### config.mk
export PLATFORM = sky130hd
export DESIGN_NAME = muldiv_unit_flat
export DESIGN_NICKNAME = d
export VERILOG_FILES = /design/src/rtl/muldiv_pkg.sv /design/src/rtl/muldiv_unit_if.sv /design/src/rtl/muldiv_unit_div_core.sv /design/src/rtl/muldiv_unit.sv /design/src/flat_wrapper.sv
export SDC_FILE = /design/constraint.sdc
export NUM_CORES = 2
export LEC_CHECK = 0
export CAP_MARGIN = 10
export CELL_PAD_IN_SITES_DETAIL_PLACEMENT = 1
export CELL_PAD_IN_SITES_GLOBAL_PLACEMENT = 2
export CORE_MARGIN = 2
export CORE_UTILIZATION = 37
export DETAILED_ROUTE_END_ITERATION = 8
export GPL_ROUTABILITY_DRIVEN = 0
export PLACE_DENSITY_LB_ADDON = 0.1
export SLEW_MARGIN = 40
export SYNTH_ARGS = -nofsm -noshare
export SYNTH_HDL_FRONTEND = slang
export SYNTH_SLANG_ARGS = --single-unit
### constraint.sdc
create_clock -name clk -period 8 [get_ports clk]
set_input_delay 1.6 -clock clk [delete_from_list [all_inputs] [get_ports clk]]
set_output_delay 1.6 -clock clk [all_outputs]
set_load 0.005 [all_outputs]
### src/rtl/muldiv_pkg.sv
// Shared constants for the RV32M multiply/divide unit: funct3 codes, FSM states, widths.
// Combinational definitions only; no latency and no flow control.
package muldiv_pkg;
  localparam int XLEN      = 32;
  localparam int DIV_STEPS = 32;

  localparam logic [2:0] OP_MUL    = 3'b000;
  localparam logic [2:0] OP_MULH   = 3'b001;
  localparam logic [2:0] OP_MULHSU = 3'b010;
  localparam logic [2:0] OP_MULHU  = 3'b011;
  localparam logic [2:0] OP_DIV    = 3'b100;
  localparam logic [2:0] OP_DIVU   = 3'b101;
  localparam logic [2:0] OP_REM    = 3'b110;
  localparam logic [2:0] OP_REMU   = 3'b111;

  typedef enum logic [1:0] {
    S_IDLE = 2'd0,
    S_MUL  = 2'd1,
    S_DIV  = 2'd2,
    S_FIN  = 2'd3
  } state_e;
endpackage

### src/rtl/muldiv_unit_if.sv
// EX-stage request/result bundle between the pipeline and the muldiv unit.
// The pipeline holds its request steady while busy is high; valid is a one-cycle pulse.
interface muldiv_unit_if;
  logic        start;
  logic [2:0]  op;
  logic [31:0] rs1_data;
  logic [31:0] rs2_data;
  logic        flush;
  logic        busy;
  logic        valid;
  logic [31:0] result;

  modport master (output start, op, rs1_data, rs2_data, flush,
                  input  busy, valid, result);
  modport slave  (input  start, op, rs1_data, rs2_data, flush,
                  output busy, valid, result);
endinterface

### src/rtl/muldiv_unit_div_core.sv
// Unsigned restoring divider: one quotient bit per step; quo/rem are final after 32 steps.
// load restarts it; last flags the step that produces the final bit.
module div_core
  import muldiv_pkg::*;
(
  input  logic            clk,
  input  logic            rst,
  input  logic            i_load,
  input  logic            i_step,
  input  logic [XLEN-1:0] i_dividend,
  input  logic [XLEN-1:0] i_divisor,
  output logic [XLEN-1:0] o_quo,
  output logic [XLEN-1:0] o_rem,
  output logic            o_last
);
  logic [XLEN-1:0] r_quo;
  logic [XLEN-1:0] r_rem;
  logic [XLEN-1:0] r_div;
  logic [4:0]      r_cnt;
  logic [XLEN:0]   w_shift;
  logic [XLEN:0]   w_diff;

  // Partial remainder stays below the divisor, so a 33-bit difference never overflows.
  assign w_shift = {r_rem, r_quo[XLEN-1]};
  assign w_diff  = w_shift - {1'b0, r_div};

  always_ff @(posedge clk) begin
    if (rst) begin
      r_quo <= '0;
      r_rem <= '0;
      r_div <= '0;
      r_cnt <= '0;
    end else if (i_load) begin
      r_quo <= i_dividend;
      r_rem <= '0;
      r_div <= i_divisor;
      r_cnt <= '0;
    end else if (i_step) begin
      r_cnt <= r_cnt + 5'd1;
      if (!w_diff[XLEN]) begin
        r_rem <= w_diff[XLEN-1:0];
        r_quo <= {r_quo[XLEN-2:0], 1'b1};
      end else begin
        r_rem <= w_shift[XLEN-1:0];
        r_quo <= {r_quo[XLEN-2:0], 1'b0};
      end
    end
  end

  assign o_quo  = r_quo;
  assign o_rem  = r_rem;
  assign o_last = (r_cnt == 5'(DIV_STEPS - 1));
endmodule

### src/rtl/muldiv_unit.sv
// RV32M multiply/divide: MUL family and divide special cases in 1 edge, normal divides in 33.
// busy stalls the pipeline while in flight; flush or rst abandons the operation without valid.
module muldiv_unit
  import muldiv_pkg::*;
(
  input  logic         clk,
  input  logic         rst,
  muldiv_unit_if.slave bus
);
  state_e          r_state;
  logic [2:0]      r_op;
  logic [XLEN-1:0] r_a, r_b, r_pre, r_result;
  logic            r_special, r_neg_q, r_neg_r, r_valid;

  logic            w_signed_div, w_div0, w_ovf, w_load, w_step, w_last;
  logic [XLEN-1:0] w_abs_a, w_abs_b, w_quo, w_rem, w_quo_fix, w_rem_fix, w_mul_res;
  logic [XLEN:0]   w_a_ext, w_b_ext;
  logic [63:0]     w_prod;

  assign w_signed_div = ~bus.op[0];
  assign w_div0       = (bus.rs2_data == '0);
  assign w_ovf        = w_signed_div && (bus.rs1_data == 32'h8000_0000) && (bus.rs2_data == '1);
  assign w_abs_a      = (w_signed_div && bus.rs1_data[XLEN-1]) ? -bus.rs1_data : bus.rs1_data;
  assign w_abs_b      = (w_signed_div && bus.rs2_data[XLEN-1]) ? -bus.rs2_data : bus.rs2_data;
  assign w_load       = (r_state == S_IDLE) && bus.start && !bus.flush && bus.op[2] && !w_div0 && !w_ovf;
  assign w_step       = (r_state == S_DIV) && !bus.flush;

  div_core u_div (
    .clk        (clk),
    .rst        (rst),
    .i_load     (w_load),
    .i_step     (w_step),
    .i_dividend (w_abs_a),
    .i_divisor  (w_abs_b),
    .o_quo      (w_quo),
    .o_rem      (w_rem),
    .o_last     (w_last)
  );

  // 33x33 signed product; computing it 64 bits wide keeps every bit of the result used.
  assign w_a_ext   = {(r_op != OP_MULHU) & r_a[XLEN-1], r_a};
  assign w_b_ext   = {~r_op[1] & r_b[XLEN-1], r_b};
  assign w_prod    = {{31{w_a_ext[XLEN]}}, w_a_ext} * {{31{w_b_ext[XLEN]}}, w_b_ext};
  assign w_mul_res = (r_op == OP_MUL) ? w_prod[31:0] : w_prod[63:32];
  assign w_quo_fix = r_neg_q ? -w_quo : w_quo;
  assign w_rem_fix = r_neg_r ? -w_rem : w_rem;

  always_ff @(posedge clk) begin
    if (rst) begin
      r_state   <= S_IDLE;
      r_op      <= '0;
      r_a       <= '0;
      r_b       <= '0;
      r_pre     <= '0;
      r_result  <= '0;
      r_special <= 1'b0;
      r_neg_q   <= 1'b0;
      r_neg_r   <= 1'b0;
      r_valid   <= 1'b0;
    end else begin
      r_valid <= 1'b0;
      if (bus.flush) begin
        r_state <= S_IDLE;
      end else begin
        case (r_state)
          S_IDLE: if (bus.start) begin
            r_op      <= bus.op;
            r_a       <= bus.rs1_data;
            r_b       <= bus.rs2_data;
            r_special <= 1'b0;
            r_neg_q   <= w_signed_div & (bus.rs1_data[XLEN-1] ^ bus.rs2_data[XLEN-1]);
            r_neg_r   <= w_signed_div & bus.rs1_data[XLEN-1];
            if (!bus.op[2]) begin
              r_state <= S_MUL;
            end else if (w_div0) begin
              r_special <= 1'b1;
              r_pre     <= bus.op[1] ? bus.rs1_data : '1;
              r_state   <= S_FIN;
            end else if (w_ovf) begin
              r_special <= 1'b1;
              r_pre     <= bus.op[1] ? '0 : 32'h8000_0000;
              r_state   <= S_FIN;
            end else begin
              r_state <= S_DIV;
            end
          end
          S_MUL: begin
            r_result <= w_mul_res;
            r_valid  <= 1'b1;
            r_state  <= S_IDLE;
          end
          S_DIV: if (w_last) r_state <= S_FIN;
          S_FIN: begin
            r_result <= r_special ? r_pre : (r_op[1] ? w_rem_fix : w_quo_fix);
            r_valid  <= 1'b1;
            r_state  <= S_IDLE;
          end
          default: r_state <= S_IDLE;
        endcase
      end
    end
  end

  assign bus.busy   = (r_state != S_IDLE);
  assign bus.valid  = r_valid;
  assign bus.result = r_result;
endmodule

### src/flat_wrapper.sv
// flat-port wrapper written by rule: the top's interface ports become plain ports
module muldiv_unit_flat import muldiv_pkg::*;
  (clk, rst, bus_start, bus_op, bus_rs1_data, bus_rs2_data, bus_flush, bus_busy, bus_valid, bus_result);
  muldiv_unit_if bus_i ();
  input  logic clk;
  input  logic rst;
  input wire logic [$bits(bus_i.start)-1:0] bus_start;
  input wire logic [$bits(bus_i.op)-1:0] bus_op;
  input wire logic [$bits(bus_i.rs1_data)-1:0] bus_rs1_data;
  input wire logic [$bits(bus_i.rs2_data)-1:0] bus_rs2_data;
  input wire logic [$bits(bus_i.flush)-1:0] bus_flush;
  output wire logic [$bits(bus_i.busy)-1:0] bus_busy;
  output wire logic [$bits(bus_i.valid)-1:0] bus_valid;
  output wire logic [$bits(bus_i.result)-1:0] bus_result;
  assign bus_i.start = bus_start;
  assign bus_i.op = bus_op;
  assign bus_i.rs1_data = bus_rs1_data;
  assign bus_i.rs2_data = bus_rs2_data;
  assign bus_i.flush = bus_flush;
  assign bus_busy = bus_i.busy;
  assign bus_valid = bus_i.valid;
  assign bus_result = bus_i.result;
  muldiv_unit u_core (.clk(clk), .rst(rst), .bus(bus_i));
endmodule
==> metrics.md <==
| Metric | Value |
|---|---|
| GRT Util Overall | 26.30% |
| Combinational power share | 47.0% |
| Grt total ovfl | 0 |
| Maximum VDD drop | 0.1659 mV |
| Syn avg cell area | 8.591 um^2 |
| Startpoint Class | flip-flop |
| Sequential power share | between 20% and 30% |
| Pwr per Cell Area | 89.03 mW/mm^2 |
| RSZ-0062 raised after global routing | true |
| Mapped Nets | ~7,500 |
| Initial antenna violation count | 7 |
| Rows | 137 |
| Routed len/inst | 22.82 um |
| Synthesized area | ~0.052 mm^2 |
| Sequential share of the synthesized area | under 10% |
| DRC viols | 0 |
| Layout cells sized above 1 | between 10 and 15% |
| Vias | 41,712 |
| Worst path top cell family by delay | adder cells |
| Setup violators final | 0 |
| Die X | between 300 and 400 um |
| Syn. warnings | 0 |
| Worst path required time | 8510 ps |
| Pre-CTS setup slack | -153.9 ps |
| Routed Antenna Nets | 0 |
| First-pass GRT wire length | 286,500 um |
| Clock power frac | 29.2% |
| Netlist cell types | 70 |
| DR iter-0 viols | 2,023 |
| Input/output buffers | roughly 100 |
| R2R Setup Slk | 220 ps |
| CTS tree | done |
| DP Cell Count | ~8,100 |
| Highest routed layer | met5 |
| Critical path buffers and inverters | 11 |
| Die area | 0.1436 mm^2 |
| Skew final | 57.56 ps |
| Pin count of the biggest net entering global routing | 136 |
| Status | completed |
| Fin cells | 8,138 |
| Yosys reg bits | about 240 |
| Nets@finish | 7,685 |
| Most common cell after layout, fill and taps aside | inv_1 |
| Routed wire length | roughly 190,000 um |
| Crit path largest cell delay | 540 ps |
| Hold Violations, Final | 0 |
| Fin crit period | 7783 ps |
| Vias in the first global route | between 40,000 and 50,000 |
| Core area | 0.1395 mm^2 |
| Area Growth Syn to Fin | 15.34% |
| Hold WC Path Type | reg2reg |
| Ys flop type | dfxtp_1 |
| Crit-path max FO | 10 |
| Switching power share of the total | between 40% and 50% |
| Slew HR | about 40% |
| I/O pins | about 110 |
| Clk root buf | clkbuf_16 |
| Longest Clk Path Bufs | 3 |
| Number of fill cells | 16,303 |
| DP HPWL | 155,700 um |
| Max frequency | 0.1285 GHz |
| Starting Density | 37.27% |
| Setup_tns | 0 ps |
| Net Sw Power | about 2.2 mW |
| Max_cap viols | 0 |
| Inserted Clock Buffers | 30 |
| Most frequent CP cell | fa_1 |
| CP max-delay cell | fa_1 |
| Fraction of registers with async set/reset | 0% |
| Clock insertion delay at the later pin of the skew report | between 600 and 700 ps |
| Most frequent cells in the layout | inv_1, fa_1, nand2_1 |
| H-tree levels | 1 |
| Final worst setup slack | 216.8 ps |
| Vias per cell | 5.126 |
| Power Internal | 3.131 mW |
| Final Max Slew Viols | 0 |
| WL met3 | between 5000 and 6000 um |
| Design Power | 5.340 mW |
| CP arrival | 8290 ps |
| Met2 wire length | between 90,000 and 100,000 um |
| WL met1 | 82,940 um |
| Worst slew pin tran | 900.8 ps |
| Post-synth EDFFs | 0 |
| Clock Pin Slew Worst Setup and Hold Paths | 60 ps |
| Cells after synthesis | roughly 6,100 |
| Tcrit/Tclk final | a little over nine tenths |
| P_leak | 27.91 nW |
| Critical path class | reg2reg |
| Endpoint class of the critical path | flip-flop |
| Die Y | 378.9 um |
| Pre-Repair DR Iteration Count | 5 |
| # clock sinks | 238 |
[sequential cells by signal, summed over array words and instances, names as in the netlist, 5 cells and up]
signal / count
u_core.u_div.o_rem: 32
u_core.r_a: 32
u_core.r_pre: 32
u_core.r_b: 32
u_core.bus.result: 32
u_core.u_div.r_div: 32
u_core.u_div.o_quo: 32
u_core.u_div.r_cnt: 5
[cell families (layout without fill, tap and decap cells)]
logic type,Yosys count,after routing,synth area share [%]
fa+ha+maj,1377,1377,49.39
mux,41,41,0.7988
compound gates,866,866,10.16
buf+inv,1501,1709,10.87
flops,238,238,9.163
simple gates,1817,1817,16.02
xor+xnor,213,213,3.602
other cells,0,1,0
[cell type report]
cell class | instances | area (um^2) | share of cell area [%]
diodes | 1 | 2.502 | 0.004172
clock buffers | 36 | 803.3 | 1.339
clock inverters | 20 | 297.8 | 0.4965
inverters | 1144 | 4302 | 7.172
multi-input cells | 4314 | 42330 | 70.58
flip-flops and latches | 238 | 4795 | 7.994
well taps | 1876 | 2347 | 3.914
repair buffers | 509 | 5100 | 8.503
[worst paths after layout]
| check | from | endpoint | depth (start not counted) |
|---|---|---|---|
| setup reg to reg | u_core.r_op[0]$_SDFFE_PP0P_ | u_core.bus.result[30]$_SDFFE_PP0P_ | 31 |
| hold / removal | u_core.r_pre[8]$_SDFFE_PP0P_ | u_core.r_pre[8]$_SDFFE_PP0P_ | 2 |
| hold reg to reg | u_core.r_pre[8]$_SDFFE_PP0P_ | u_core.r_pre[8]$_SDFFE_PP0P_ | 2 |
| setup / recovery | u_core.r_op[0]$_SDFFE_PP0P_ | u_core.bus.result[30]$_SDFFE_PP0P_ | 31 |
[Yosys cell counts, types with 7 or more instances]
master    count  share of area, %
a31oi_1      19              0.23
or2_2        14              0.17
nand4_1      29              0.35
nor3_1       44              0.42
buf_2         7             0.067
o211ai_1     23              0.33
clkbuf_1    344               2.5
or4_1        15              0.22
nand2_1    1022               7.4
nor2_1      193               1.4
xnor2_1     133               2.2
and3_1       12              0.14
fa_1       1126                43
nand3_1      32              0.31
o41ai_1      14              0.24
nor4_1        9              0.11
a22oi_1      34              0.49
o21ai_0     200               1.9
a21oi_1     330               3.2
o21a_1       11              0.16
a211oi_1     65              0.94
dfxtp_1     238               9.2
o31ai_1      33              0.48
nand2b_1     21              0.25
o21bai_1     20              0.29
nor2b_1       9              0.11
ha_1        251               6.0
xor2_1       79               1.3
a211o_1       8              0.13
mux2i_1      37              0.71
or3_1        19              0.23
and2_1      371               4.5
a21o_1       41              0.59
inv_1      1144               8.3
[per-layer routing]
metal,GRT usage (%),up-vias
li1,-,18890
met1,35.55,22138
met2,46.95,534
met3,1.894,146
met4,3.706,4
met5,0,-
[worst reg2reg max path: cells and delay by family, from the launching register on]
family                   cells  cell delay [ps]
AO/OA/AOI/OAI                4              830
XOR/XNOR                     1              120
adder cells (fa/ha/maj)      9             4380
buffers and inverters       11             1080
flip-flops                   1              310
AND/OR/NAND/NOR              6              950
[through the flow]
step | hold slack (ps) | util, % | instance area (um^2)
final | 450.4 | 42.99 | 59980
after global routing | 474.0 | 42.99 | 59980
after CTS | 454.6 | 42.34 | 59080
after detailed placement | 446.2 | 41.47 | 57870
after global placement | 437.4 | 41.46 | 57860
after floorplan | 426.7 | - | 52020
[repair_timing]
action,4_1_cts,5_1_grt
hold buffers,0,0
setup endpoints to repair,22,29
pin swaps,7,78
gates resized for setup,32,157
gates cloned,0,3
setup buffers,1,19
[power groups by stage]
stage	sequential [mW]	clock (mW)	combinational, mW
2_1_floorplan	1.28	0	1.35
3_3_place_gp	1.30	0	2.39
3_5_place_dp	1.30	0	2.41
4_1_cts	1.27	1.60	2.44
5_1_grt	1.28	1.64	2.75
6_report	1.27	1.56	2.51
No activity file was read; power rests on OpenSTA's default activity.
